[config.mk]
export PLATFORM = sky130hd
export DESIGN_NAME = cl_pcim_result_writer
export DESIGN_NICKNAME = d
export VERILOG_FILES = /design/src/rtl/cl_pcim_result_writer.sv
export SDC_FILE = /design/constraint.sdc
export NUM_CORES = 1
export LEC_CHECK = 0
export BUFFER_PORTS_ARGS = -buffer_cell sky130_fd_sc_hd__buf_4
export CAP_MARGIN = 20
export CORE_AREA = 2 2 505 507
export CTS_CLUSTER_DIAMETER = 50
export DETAILED_ROUTE_END_ITERATION = 16
export DIE_AREA = 0 0 507 509
export PLACE_DENSITY_LB_ADDON = 0.15
export SYNTH_ARGS = -nofsm -noshare
export SYNTH_HDL_FRONTEND = slang
export SYNTH_SLANG_ARGS = --single-unit
[constraint.sdc]
create_clock -name clock -period 2.92 [get_ports clock]
set_input_delay 0.146 -clock clock [delete_from_list [all_inputs] [get_ports clock]]
set_output_delay 0.146 -clock clock [all_outputs]
set_load 0.01 [all_outputs]
[src/rtl/cl_pcim_result_writer.sv]
// PCIM result writer: drains the 512b result stream into host memory as
// fixed-length AXI4 INCR bursts from a programmed base address, one burst
// outstanding at a time.
module cl_pcim_result_writer #(
  parameter int unsigned DATA_W    = 512,
  parameter int unsigned ADDR_W    = 64,
  parameter int unsigned ID_W      = 16,
  parameter int unsigned AWID      = 0,
  parameter int unsigned BURST_LEN = 64
) (
  input  logic                  clock,
  input  logic                  reset,

  input  logic [ADDR_W-1:0]     cfg_base_addr,
  input  logic [15:0]           cfg_num_bursts,
  input  logic                  start,
  output logic                  busy,
  output logic                  done,
  output logic                  err,
  output logic [15:0]           bursts_done,

  input  logic                  s_axis_tvalid,
  output logic                  s_axis_tready,
  input  logic [DATA_W-1:0]     s_axis_tdata,

  output logic [ID_W-1:0]       m_axi_awid,
  output logic [ADDR_W-1:0]     m_axi_awaddr,
  output logic [7:0]            m_axi_awlen,
  output logic [2:0]            m_axi_awsize,
  output logic                  m_axi_awvalid,
  input  logic                  m_axi_awready,

  output logic [DATA_W-1:0]     m_axi_wdata,
  output logic [DATA_W/8-1:0]   m_axi_wstrb,
  output logic                  m_axi_wlast,
  output logic                  m_axi_wvalid,
  input  logic                  m_axi_wready,

  input  logic [ID_W-1:0]       m_axi_bid,
  input  logic [1:0]            m_axi_bresp,
  input  logic                  m_axi_bvalid,
  output logic                  m_axi_bready
);

  localparam int unsigned StrbW      = DATA_W / 8;
  localparam int unsigned BeatW      = $clog2(BURST_LEN);
  // Byte span of one burst; bursts are laid out back to back from the base.
  localparam int unsigned BurstShift = $clog2(BURST_LEN * StrbW);
  localparam logic [1:0]  RespOkay   = 2'b00;

  typedef enum logic [2:0] {
    StIdle,
    StCheck,
    StAddr,
    StData,
    StResp,
    StDone
  } state_e;

  state_e              state_q, state_d;
  logic [ADDR_W-1:0]   base_q, base_d;
  logic [15:0]         num_q, num_d;
  logic [15:0]         burst_idx_q, burst_idx_d;
  logic [BeatW-1:0]    beat_q, beat_d;
  logic                err_q, err_d;

  logic                w_hs;
  logic                last_beat;

  // Single ID and one burst in flight, so the response ID carries no information.
  logic                unused_bid;
  assign unused_bid = ^m_axi_bid;

  assign last_beat = (beat_q == BeatW'(BURST_LEN - 1));
  assign w_hs      = m_axi_wvalid && m_axi_wready;

  // Next-state logic: job sequencing, burst/beat counters and sticky error.
  always_comb begin
    state_d     = state_q;
    base_d      = base_q;
    num_d       = num_q;
    burst_idx_d = burst_idx_q;
    beat_d      = beat_q;
    err_d       = err_q;

    case (state_q)
      StIdle: begin
        if (start) begin
          base_d      = cfg_base_addr;
          num_d       = cfg_num_bursts;
          burst_idx_d = '0;
          beat_d      = '0;
          err_d       = 1'b0;
          state_d     = StCheck;
        end
      end
      StCheck: begin
        if (base_q[BurstShift-1:0] != '0) begin
          err_d   = 1'b1;
          state_d = StDone;
        end else if (num_q == 16'd0) begin
          state_d = StDone;
        end else begin
          state_d = StAddr;
        end
      end
      StAddr: begin
        if (m_axi_awready) begin
          state_d = StData;
        end
      end
      StData: begin
        if (w_hs) begin
          if (last_beat) begin
            beat_d  = '0;
            state_d = StResp;
          end else begin
            beat_d = beat_q + BeatW'(1);
          end
        end
      end
      StResp: begin
        if (m_axi_bvalid) begin
          if (m_axi_bresp == RespOkay) begin
            burst_idx_d = burst_idx_q + 16'd1;
            state_d     = (burst_idx_d == num_q) ? StDone : StAddr;
          end else begin
            err_d   = 1'b1;
            state_d = StDone;
          end
        end
      end
      StDone: begin
        state_d = StIdle;
      end
      default: begin
        state_d = StIdle;
      end
    endcase
  end

  // State register with synchronous reset; an in-flight burst is simply dropped.
  always_ff @(posedge clock) begin
    if (reset) begin
      state_q     <= StIdle;
      base_q      <= '0;
      num_q       <= '0;
      burst_idx_q <= '0;
      beat_q      <= '0;
      err_q       <= 1'b0;
    end else begin
      state_q     <= state_d;
      base_q      <= base_d;
      num_q       <= num_d;
      burst_idx_q <= burst_idx_d;
      beat_q      <= beat_d;
      err_q       <= err_d;
    end
  end

  // Status outputs.
  assign busy        = (state_q == StCheck) || (state_q == StAddr) ||
                       (state_q == StData)  || (state_q == StResp);
  assign done        = (state_q == StDone);
  assign err         = err_q;
  assign bursts_done = burst_idx_q;

  // Write address channel: address derives only from registers, so it is stable while waiting.
  assign m_axi_awid    = ID_W'(AWID);
  assign m_axi_awaddr  = base_q + (ADDR_W'(burst_idx_q) << BurstShift);
  assign m_axi_awlen   = 8'(BURST_LEN - 1);
  assign m_axi_awsize  = 3'($clog2(StrbW));
  assign m_axi_awvalid = (state_q == StAddr);

  // Write data channel is a straight pass-through of the stream, gated to the data phase.
  assign m_axi_wvalid  = (state_q == StData) && s_axis_tvalid;
  assign s_axis_tready = (state_q == StData) && m_axi_wready;
  assign m_axi_wdata   = s_axis_tdata;
  assign m_axi_wstrb   = {StrbW{1'b1}};
  assign m_axi_wlast   = (state_q == StData) && last_beat;

  assign m_axi_bready  = (state_q == StResp);

endmodule

# Word level (Yosys, flattened, before mapping)
# Cells that the tools add are included.
classes:
  add_sub_neg: 3
  n_eq_ne: 15
  n_mux: 23
  reduce_logical: 19
op_table:
  columns: ["cell", "count"]
  rows:
  - ["$add A64 B28 Y64", 1]
  - ["$mux W16", 3]
  - ["$pmux W16 S2", 1]
  - ["$mux W3", 9]
  - ["$mux W6", 3]
  - ["$add A16 B1 Y16 const B", 1]
  - ["$eq A16 B16 Y1", 1]
  - ["$logic_not A16 Y1", 1]
  - ["$pmux W3 S5", 1]
  - ["$ne A2 B2 Y1 const B", 6]
  - ["$pmux W6 S2", 1]
  - ["$reduce_bool A12 Y1", 1]
  - ["$reduce_and A5 Y1", 2]
  - ["$add A6 B1 Y6 const B", 1]
  - ["$eq A3 B2 Y1 const B", 2]
  - ["$eq A3 B3 Y1 const B", 2]
  - ["$eq A6 B6 Y1 const B", 1]
  - ["$logic_and A1 B1 Y1", 4]
  - ["$mux W1", 4]
  - ["$ne A2 B1 Y1 const B", 2]
  - ["$reduce_and A4 Y1", 1]
  - ["$reduce_bool A2 Y1", 2]
  - ["$eq A3 B1 Y1 const B", 1]
  - ["$logic_not A3 Y1", 1]
  - ["6 further kinds", 8]
word_totals:
  regBits: 106

# Depth between registers and ports, before layout
# Gate-level depths: netlist of run 1.
depth:
  depth_word: 6
  depth_mapped: 10

# Worst setup path after synthesis of run 1
# OpenSTA, ideal clock, no wires.
synth_timing:
  kind: "register to output"
  from: "reg burst_idx_q[0], in the netlist bursts_done[0]"
  to: "out m_axi_awaddr[44]"
  arrival_ns: 2.410
  t_required_ns: 2.774
  setup_slack_ns: 0.364
  stages_incl_launch_ff: 11
  cell_sequence: "dfxtp_1 ha_1 fa_1 a21oi_1 o22ai_1 a21oi_1 o31a_1 buf_2 buf_2 nor3_1 xnor2_1"
synth_between:
  elab_chain_cells: 1
synth_lines:
  columns: ["item", "line_no", "source"]
  rows:
  - ["start, declared", "63", "logic [15:0] burst_idx_q, burst_idx_d;"]
  - ["start signal, assigned", "155", "burst_idx_q <= burst_idx_d;"]
  - ["$add A64 B28 Y64", "170", "assign m_axi_awaddr = base_q + (ADDR_W'(burst_idx_q) << BurstShift);"]
  - ["end, declared", "27", "output logic [ADDR_W-1:0] m_axi_awaddr,"]
# Every way passes these cells.

# Worst setup path in the final report of run 1
layout_timing:
  from: "reg burst_idx_q[1], in the netlist bursts_done[1]"
  to: "out m_axi_awaddr[61]"
# Same word-level chain as after synthesis.

==> impl_metrics.ini, run 1 <==
[status]
status = finished with violations
violations = setup timing

[sta]
finalCriticalPeriod_ns = 3.12
fin_crit_sh = 1.07
fin_tns_setup_ns = -3.33
setup_viol = 34
worst_slew_pin_slew_ns = 0.805
fin_skew_ns = 0.0153
relSlewSlack = 0.464
drv_slew = 0
hold_viol = 0
rsz0062_at_grt = yes
layout_setup_ws_ns = -0.201
max_clock_freq_mhz = 320

[synth]
ys.flop_type = dfxtp_1
synthSimpleGateAreaFrac = 0.158
synth-edff-count = 0
async_flop_share = 0
synth_top_family_by_area = buffers and inverters
synthAdderAreaFrac = 0.0227
netlist_area_sq_um = 10800
yosys.area.top_type = buf_4
synthCells = 1443
ys_top_cells_by_area = buf_4 (43%), dfxtp_1 (20%), nand2_1 (6.8%)
synth_compound_area_frac = 0.109
muxShareOfSynthArea = 0.00197
synth.top_cell.area_share = 0.428
synth_warnings = 0
avgSynthCellArea_sq_um = 7.48
ys_ff_latch = 106
synth_xor_area_frac = 0.0601
ys_seq_area_frac = 0.197
synth_cell_type_count = 64

[routing]
antenna_left = 0
drtIter0Drc = 348
avgViaCountPerCell = 1.83
wirelength_um = 109000
drt-pass1-iter-count = 4
avgRoutedWirePerCell_um = 23.6
drc = 0
vias = 8433

[placed_design]
portBuffers = 176
place.gp.congestion = 0.683
dpl.hpwl_um = 97300

[grt]
grt_pass1_vias = 8772
grt_pass1_wl_um = 128000
antenna_found_initial = 9
grt.total_usage = 0.0812
grt_overflow = 0
grt_start_max_net_pins = 109

[critical_path]
cp-startpoint = bursts_done[1]
worstPathArrival_ns = 2.98
crit_family = compound AO/OA/AOI/OAI gates
worst-setup-path-type = reg -> out
critPathCaptureType = output port
crit_path_start_kind = flop
r2r-start = bursts_done[1]
cpMaxStageDelayCell = a2111oi_2
path_max_fanout = 16
critPathRequiredTime_ns = 2.77
worst-path-buf-inv = 2
max_stage_delay_ns = 0.41
cp_cell_sequence = ha_1, a21oi_2, o211ai_1, and4_4, o21bai_4, buf_12, a2111oi_2, xor2_1, buf_4

[cts]
cts_tree = built
cts_sinks = 106
clk_latency_ns = 0.46
cts_buffer_depth = 2
cts_root_buf = clkbuf_16
cts_buffers = 9
h-tree-depth = 3
clkTransAtPathRegs_ns = 0.10

[floorplan]
core-area_sq_um = 253000
die-area_sq_um = 258000
io_pins = 1308
chipWidth_um = 507
die_h_um = 509
core.rowCount = 185
start_util = 0.0427

[run]
maxCapViolations = 0

[layout]
area_growth_pct = 35.5
drive_gt1_frac = 0.334
fin_util = 0.0578
fin_nets = 1869

[pwr]
power_density_nw_per_um2 = 446
p_clk_frac = 0.225
combinationalPowerShare = 0.460
p_sw_frac = 0.456
p_int_uw = 3540
leakage_uw = 0.00473
p_sw_uw = 2970
p_seq_frac = 0.315
peakVddDrop_v = 0.000209

[worst_hold_path]
hp-class = in -> reg
hold_path_startpoint = cfg_base_addr[27]
## worst register-to-register path, stage by stage (launching register included)
cell and delay [ns]:
dfxtp_4 0.36, buf_4 0.13, buf_6 0.12, buf_12 0.12, ha_1 0.20, and3_1 0.24, and3_1 0.18, or4b_1 0.56
nor4_4 0.21, a41o_1 0.27, buf_12 0.13, o32ai_1 0.07
## placed cells by master (no fill, tap or decap), types with 7 or more instances in the layout
cell,Yosys,routed
a211oi_1,14,9
a21oi_1,126,115
a21oi_2,0,7
buf_12,0,12
buf_4,615,261
buf_6,1,8
clkbuf_16,0,9
conb_1,2,91
dfxtp_1,106,81
dfxtp_2,0,22
dlygate4sd3_1,0,68
ha_1,18,7
ha_4,0,11
inv_1,16,15
nand2_1,195,195
nand3_1,24,23
nand4_1,16,16
nor2_1,42,40
nor3_1,15,12
nor4_1,15,10
o21ai_0,22,19
xnor2_1,33,30
xor2_1,41,32
xor2_2,0,9
## path summary, 6_finish.rpt
| kind | slack [ns] | cells after the start | to |
|---|---|---|---|
| setup reg to reg | 0.21 | 11 | state_q[1] |
| hold reg to reg | 0.46 | 2 | base_q[57] |
| hold / removal | 0.06 | 3 | base_q[27] |
| setup / recovery | -0.20 | 9 | m_axi_awaddr[61] |
## power groups by stage
stage	Combinational, uW	Sequential, uW	Clock [uW]
detailed placement	3000	2070	0
finish	2990	2050	1470
global placement	3010	2070	0
global route	3370	2100	1630
CTS	3160	2060	1620
floorplan	2190	1920	0
## per-stage QoR
step	instance area, sq um	setup slack (ns)	total power (uW)	cells	hold slack, ns
2_1_floorplan	11100	0.364	4110	1532	0.282
3_3_place_gp	12700	-0.147	5080	4503	0.292
3_5_place_dp	12700	-0.156	5070	4503	0.292
4_1_cts	14300	-0.318	6830	4598	0.00102
5_1_grt	14600	-0.371	7100	4605	0.0154
6_report	14600	-0.201	6510	4609	0.0556
## synth_stat cells (3+ instances only)
master       n
a211oi_1    14
nand3_1     24
nand4_1     16
nor2_1      42
and4_1       6
o21bai_1     4
o21ai_0     22
nor4_1      15
inv_1       16
dfxtp_1    106
clkbuf_1    40
xnor2_1     33
a21oi_1    126
a21boi_0     3
nor2b_1      4
a2111oi_0    8
nand3b_1     3
a21o_1       3
or3_1        4
nand4b_1     3
and2_1       3
nand2_1    195
xor2_1      41
buf_2        6
nor4_2       3
nor4b_1      5
ha_1        18
nand2b_1     4
and3_1       6
buf_4      615
nor3b_1      3
nor3_1      15
## sequential cells by signal, indices dropped and copies added, names as in the netlist
name / flops
bursts_done: 16
state_q: 3
base_q: 64
num_q: 16
beat_q: 6
err: 1
## area by class of cell
type                       count  area (sq um)
inverter                      16          60.1
timing repair buffer         352          3030
tap                         3366          4210
antenna                        5          12.5
clock buffer                  10           239
multi-input combinational    748          4860
clock inverter                 6          47.5
fill                       29951        238000
sequential                   106          2160
## timing repair
action	CTS	global route
buffers inserted	11	7
pin swaps	30	34
endpoints found under the setup margin	43	43
gates resized for setup	104	54
endpoints found under the hold margin	67	0
hold buffers	68	0
cloned	1	0
## kinds of logic after synthesis
family                     Yosys count
xor gates and xnor gates            74
AOI/OAI and AO/OA                  201
muxes                                2
buffers and inverters              678
DFF                                106
adders and majority gates           19
and+or+nand+nor                    361
other                                2
## metal layers
layer / track usage / vias up / share of wire
li1: - / 3618 / -
met4: 0.0483 / 6 / 0.059
met2: 0.127 / 848 / 0.45
met3: 0.112 / 285 / 0.30
met5: 0.00130 / - / 0.00066
met1: 0.0445 / 3676 / 0.20
(Power assumes the default switching activity.)
==> run 2: changes to the inputs <==
CORE_AREA = 2 2 513 515   (was 2 2 505 507)
DIE_AREA = 0 0 515 517   (was 0 0 507 509)
clock period = 2.75 ns   (was 2.92 ns; I/O delays follow)
==> run 2 against run 1 <==
  * The flow still finishes with violations (setup timing)
  * Total power rose by 8.4%
  * Highest routed layer unchanged
  * Via count rose by 1.9%
  * Design area grew 4.1%
  * Sequential cell count stayed put
  * Hold slack better by 0.037 ns
  * Largest power group unchanged
  * Wire length rose by 5.3%
  * Setup slack lost 0.056 ns
==> impl_metrics.ini, run 2 (synthesized netlist as in run 1, its figures left out) <==
[status]
status = finished with violations
violations = setup timing

[critical_path]
crit_family = compound AO/OA/AOI/OAI gates
cp_cell_sequence = ha_4, fa_2, a21oi_4, o22ai_4, a21oi_2, o31a_2, buf_12, buf_12, nor4bb_4, xor2_1, buf_4
worst-setup-path-type = reg -> out
worst-path-buf-inv = 3
critPathMostFrequentCell = buf_12
cpMaxStageDelayCell = dfxtp_2
max_stage_delay_ns = 0.37
r2r-start = bursts_done[1]
critPathCaptureType = output port
worstPathArrival_ns = 2.87
ff2ff_setup_slack_ns = 0.21
crit_path_start_kind = flop
cp.depth = 11
reg2regPathDepth = 10
timing.rr.end = state_q[1]
path_max_fanout = 8
critPathRequiredTime_ns = 2.61
cp-startpoint = bursts_done[0]
crit_end = m_axi_awaddr[50]

[cts]
h-tree-depth = 3
cts_buffer_depth = 2
clk_latency_ns = 0.47
cts_tree = built
cts_buffers = 9
cts_sinks = 106
clkTransAtPathRegs_ns = 0.09
cts_root_buf = clkbuf_16

[grt]
grt_overflow = 0
grt.total_usage = 0.0831
grt_start_max_net_pins = 45
grt_pass1_wl_um = 133000
grt_pass1_vias = 8864
antenna_found_initial = 26

[floorplan]
io_pins = 1308
core-area_sq_um = 261000
die-area_sq_um = 266000
start_util = 0.0413
die_h_um = 517
core.rowCount = 188
chipWidth_um = 515

[routing]
drtIter0Drc = 329
drt-pass1-iter-count = 4
vias = 8594
avgRoutedWirePerCell_um = 24.3
antenna_left = 0
drc = 0
wirelength_um = 115000
avgViaCountPerCell = 1.83

[layout]
area_growth_pct = 41.1
postLayoutCellArea_sq_um = 15200
mostFrequentLayoutCells = buf_4 (277), nand2_1 (195), a21oi_1 (114)
regMostFlops = base_q
fin_nets = 1911
fin_util = 0.0583
final_common_cell = buf_4
drive_gt1_frac = 0.353
fin_cells = 4703
largest_reg_flops = 64

[pwr]
leakage_uw = 0.00496
power_uw = 7060
power_density_nw_per_um2 = 464
peakVddDrop_v = 0.000344

[sta]
worst_slew_pin_slew_ns = 0.684
fin_skew_ns = 0.0299
fin_tns_setup_ns = -5.18
drv_slew = 0
fin_crit_sh = 1.09
max_clock_freq_mhz = 333
layout_setup_ws_ns = -0.258
setup_viol = 36
finalCriticalPeriod_ns = 3.01
relSlewSlack = 0.544
rsz0062_at_grt = yes
hold_viol = 0

[placed_design]
portBuffers = 176
place.gp.congestion = 0.669
place_area_sq_um = 12900
dp.cells = 4571
dpl.hpwl_um = 102000

[worst_hold_path]
hp-class = in -> reg

[run]
maxCapViolations = 0
[run 2: cell types whose count changed in the layout (fill, tap and decap cells not counted), sizes merged]
cell / before / now
buf: 284 / 311
clkbuf: 10 / 9
clkinvlp: 0 / 2
diode: 5 / 3
dlygate4sd3: 68 / 83
inv: 20 / 19
[run 2: tightest hold or removal path, delay by kind of cell]
kind	cells	cell delay [ns]
buffers and inverters	1	0.13
AOI/OAI and AO/OA	1	0.08
and+or+nand+nor	1	0.15
[run 2: power by group]
group	switching (uW)	leakage, uW	internal [uW]
logic	1940	0.00394	1340
registers	356	0.000878	1820
clock network	958	0.000136	635
[run 2: per-stage QoR]
stage | hold slack [ns] | worst slack [ns]
global route | 0.0430 | -0.450
global placement | 0.275 | -0.132
finish | 0.0926 | -0.258
CTS | 0.0108 | -0.378
detailed placement | 0.275 | -0.161
floorplan | 0.273 | 0.202
[run 2: worst min path at each step]
stage	startpoint	end	slack [ns]	depth (start not counted)
6_report	cfg_num_bursts[2]	num_q[2]	0.09	3
5_1_grt	cfg_num_bursts[2]	num_q[2]	0.04	3
4_1_cts	cfg_num_bursts[2]	num_q[2]	0.01	3
3_5_place_dp	s_axis_tdata[110]	m_axi_wdata[110]	0.28	0
3_3_place_gp	s_axis_tdata[110]	m_axi_wdata[110]	0.28	0
2_1_floorplan	cfg_base_addr[57]	base_q[57]	0.27	2
[run 2: area by class of cell]
cell class | instances | area [sq um]
Sequential cell | 106 | 2160
Fill cell | 30936 | 246000
Timing Repair Buffer | 394 | 3430
Antenna cell | 3 | 7.51
Clock buffer | 9 | 225
Clock inverter | 7 | 62.6
Inverter | 16 | 60.1
Multi-Input combinational cell | 748 | 5000
Tap cell | 3420 | 4280
[run 2: per-layer routing]
metal	GRT usage	wire length, um	vias to the layer above	part of all wire
met1	0.0464	22700	3705	0.20
met5	0.00469	287	-	0.0025
met3	0.111	32600	336	0.28
li1	-	-	3707	-
met2	0.131	51300	820	0.45
met4	0.0520	7620	26	0.067
[run 2: timing repair]
item,CTS,global route
hold buffers,83,0
pin swaps,52,42
setup endpoints to repair,45,45
setup buffers,21,13
gates cloned,1,0
hold endpoints to repair,81,0
resized for setup,150,38
==> run 3: changes to the inputs <==
SETUP_SLACK_MARGIN = 0.1   (was default)
==> run 3 against run 2 <==
  * The run still ends with setup timing left
  * Largest power group unchanged
  * Via count is 0.28% lower
  * Die area stayed put
  * Critical path type unchanged
  * Combinational power about the same
  * Cell count about the same
  * Non-clock buffer count up 2
  * Setup slack got worse by 0.0022 ns
  * Total power up 0.11%
  * Sequential share of layout area fell by 0.072 points
  * Global-route usage about the same
==> impl_metrics.ini, run 3 (synthesized netlist as in run 1, its figures left out) <==
[status]
status = finished with violations
violations = setup timing

[critical_path]
cpMaxStageDelayCell = dfxtp_2
max_stage_delay_ns = 0.37
critPathRequiredTime_ns = 2.61
cp_cell_sequence = ha_4, fa_2, a21oi_4, o22ai_4, a21oi_2, o31a_2, buf_12, buf_12, nor4bb_4, xor2_1, buf_4
critPathMostFrequentCell = buf_12
worstPathArrival_ns = 2.87
path_max_fanout = 8
crit_path_start_kind = flop
critPathCaptureType = output port
worst-setup-path-type = reg -> out

[grt]
grt_overflow = 0
grt_pass1_vias = 8857
grt_start_max_net_pins = 45
antenna_found_initial = 26
grt_pass1_wl_um = 133000
grt.total_usage = 0.0831

[routing]
antenna_left = 0
drtIter0Drc = 325
drc = 0
avgRoutedWirePerCell_um = 24.3
drt-met1-wl_um = 22700
vias = 8570
wirelength_um = 115000
avgViaCountPerCell = 1.82
routed.top_layer = met5
met2WireLength_um = 51300
drt-pass1-iter-count = 4
met3_length_um = 32600

[layout]
largest_reg_flops = 64
postLayoutCellArea_sq_um = 15300
regArea_sq_um = 2160
final_common_cell = buf_4
mostFrequentLayoutCells = buf_4 (277), nand2_1 (195), a21oi_1 (113)
regMostFlops = base_q
multi_input_area_sq_um = 5040
area_growth_pct = 41.7
fin_nets = 1913
drive_gt1_frac = 0.360
nFillCells = 30936

[cts]
h-tree-depth = 3
cts_root_buf = clkbuf_16
cts_buffer_depth = 2
clkTransAtPathRegs_ns = 0.09
cts_sinks = 106
cts_tree = built
clk_latency_ns = 0.47
cts_buffers = 9

[sta]
setup_viol = 38
max_clock_freq_mhz = 332
rsz0062_at_grt = yes
finalCriticalPeriod_ns = 3.01
fin_tns_setup_ns = -5.76
drv_slew = 0
fin_skew_ns = 0.0288
relSlewSlack = 0.540
hold_slack_ns = 0.0930
hold_viol = 0
fin_crit_sh = 1.09
worst_slew_pin_slew_ns = 0.689
layout_setup_ws_ns = -0.260

[pwr]
p_sw_uw = 3260
leakage_uw = 0.00498
combinationalPowerShare = 0.466
p_int_uw = 3800
p_sw_frac = 0.462
p_seq_frac = 0.308
p_clk_frac = 0.226
peakVddDrop_v = 0.000345
power_density_nw_per_um2 = 462

[placed_design]
dpl.hpwl_um = 102000
place.gp.congestion = 0.669
portBuffers = 176
place_area_sq_um = 12900

[floorplan]
core-area_sq_um = 261000
die_h_um = 517
io_pins = 1308
chipWidth_um = 515
die-area_sq_um = 266000
start_util = 0.0413
core.rowCount = 188

[run]
maxCapViolations = 0

[worst_hold_path]
hp-class = in -> reg
-- run 3: cell count changes in the layout (fill, tap and decap cells not counted), sizes merged --
cell / delta
buf: +2
-- run 3: repair_timing --
action / in CTS / in global routing
endpoints found under the hold margin: 81 / 0
hold buffers: 83 / 0
resized for setup: 157 / 41
setup endpoints to repair: 47 / 50
setup buffers: 22 / 13
pin swaps: 57 / 44
gates cloned: 1 / 0
-- run 3: worst paths after layout --
path	end	depth (start not counted)	from	slack, ns
worst max-delay path	m_axi_awaddr[50]	11	bursts_done[0]	-0.26
worst min-delay path	num_q[2]	3	cfg_num_bursts[2]	0.09
worst max register to register	state_q[1]	10	bursts_done[1]	0.24
worst min register to register	base_q[12]	2	base_q[12]	0.48
-- run 3: per-layer routing --
layer / up-vias / global-route usage
met1: 3688 / 0.0464
met4: 26 / 0.0520
met5: - / 0.00469
li1: 3702 / -
met3: 336 / 0.111
met2: 818 / 0.131
-- run 3: cell type report --
cell class / instances / area share
Antenna cell: 3 / 0.000491
Clock buffer: 9 / 0.0147
Clock inverter: 7 / 0.00409
Inverter: 16 / 0.00393
Multi-Input combinational cell: 748 / 0.330
Sequential cell: 106 / 0.141
Tap cell: 3420 / 0.280
Timing Repair Buffer: 396 / 0.226
-- run 3: worst max-delay path: cells and delay by family (launching register included) --
kind | cells | cell delay, ns
DFF | 1 | 0.37
adders and majority gates | 2 | 0.39
and+or+nand+nor | 1 | 0.28
buffers and inverters | 3 | 0.48
AOI/OAI and AO/OA | 4 | 0.68
xor gates and xnor gates | 1 | 0.19
-- run 3: power groups by stage --
stage	combinational, uW	clock [uW]	sequential, uW
global route	3680	1800	2230
detailed placement	3190	0	2200
global placement	3190	0	2210
floorplan	2330	0	2040
finish	3290	1600	2180
CTS	3460	1800	2190
-- run 3: stage by stage --
| step | power [uW] | std cells | utilization | setup WS [ns] |
|---|---|---|---|---|
| after floorplan | 4360 | 1532 | - | 0.202 |
| after global placement | 5400 | 4571 | 0.0492 | -0.132 |
| after detailed placement | 5390 | 4571 | 0.0492 | -0.161 |
| after CTS | 7450 | 4693 | 0.0576 | -0.378 |
| after global routing | 7710 | 4703 | 0.0585 | -0.450 |
| final | 7070 | 4705 | 0.0586 | -0.260 |
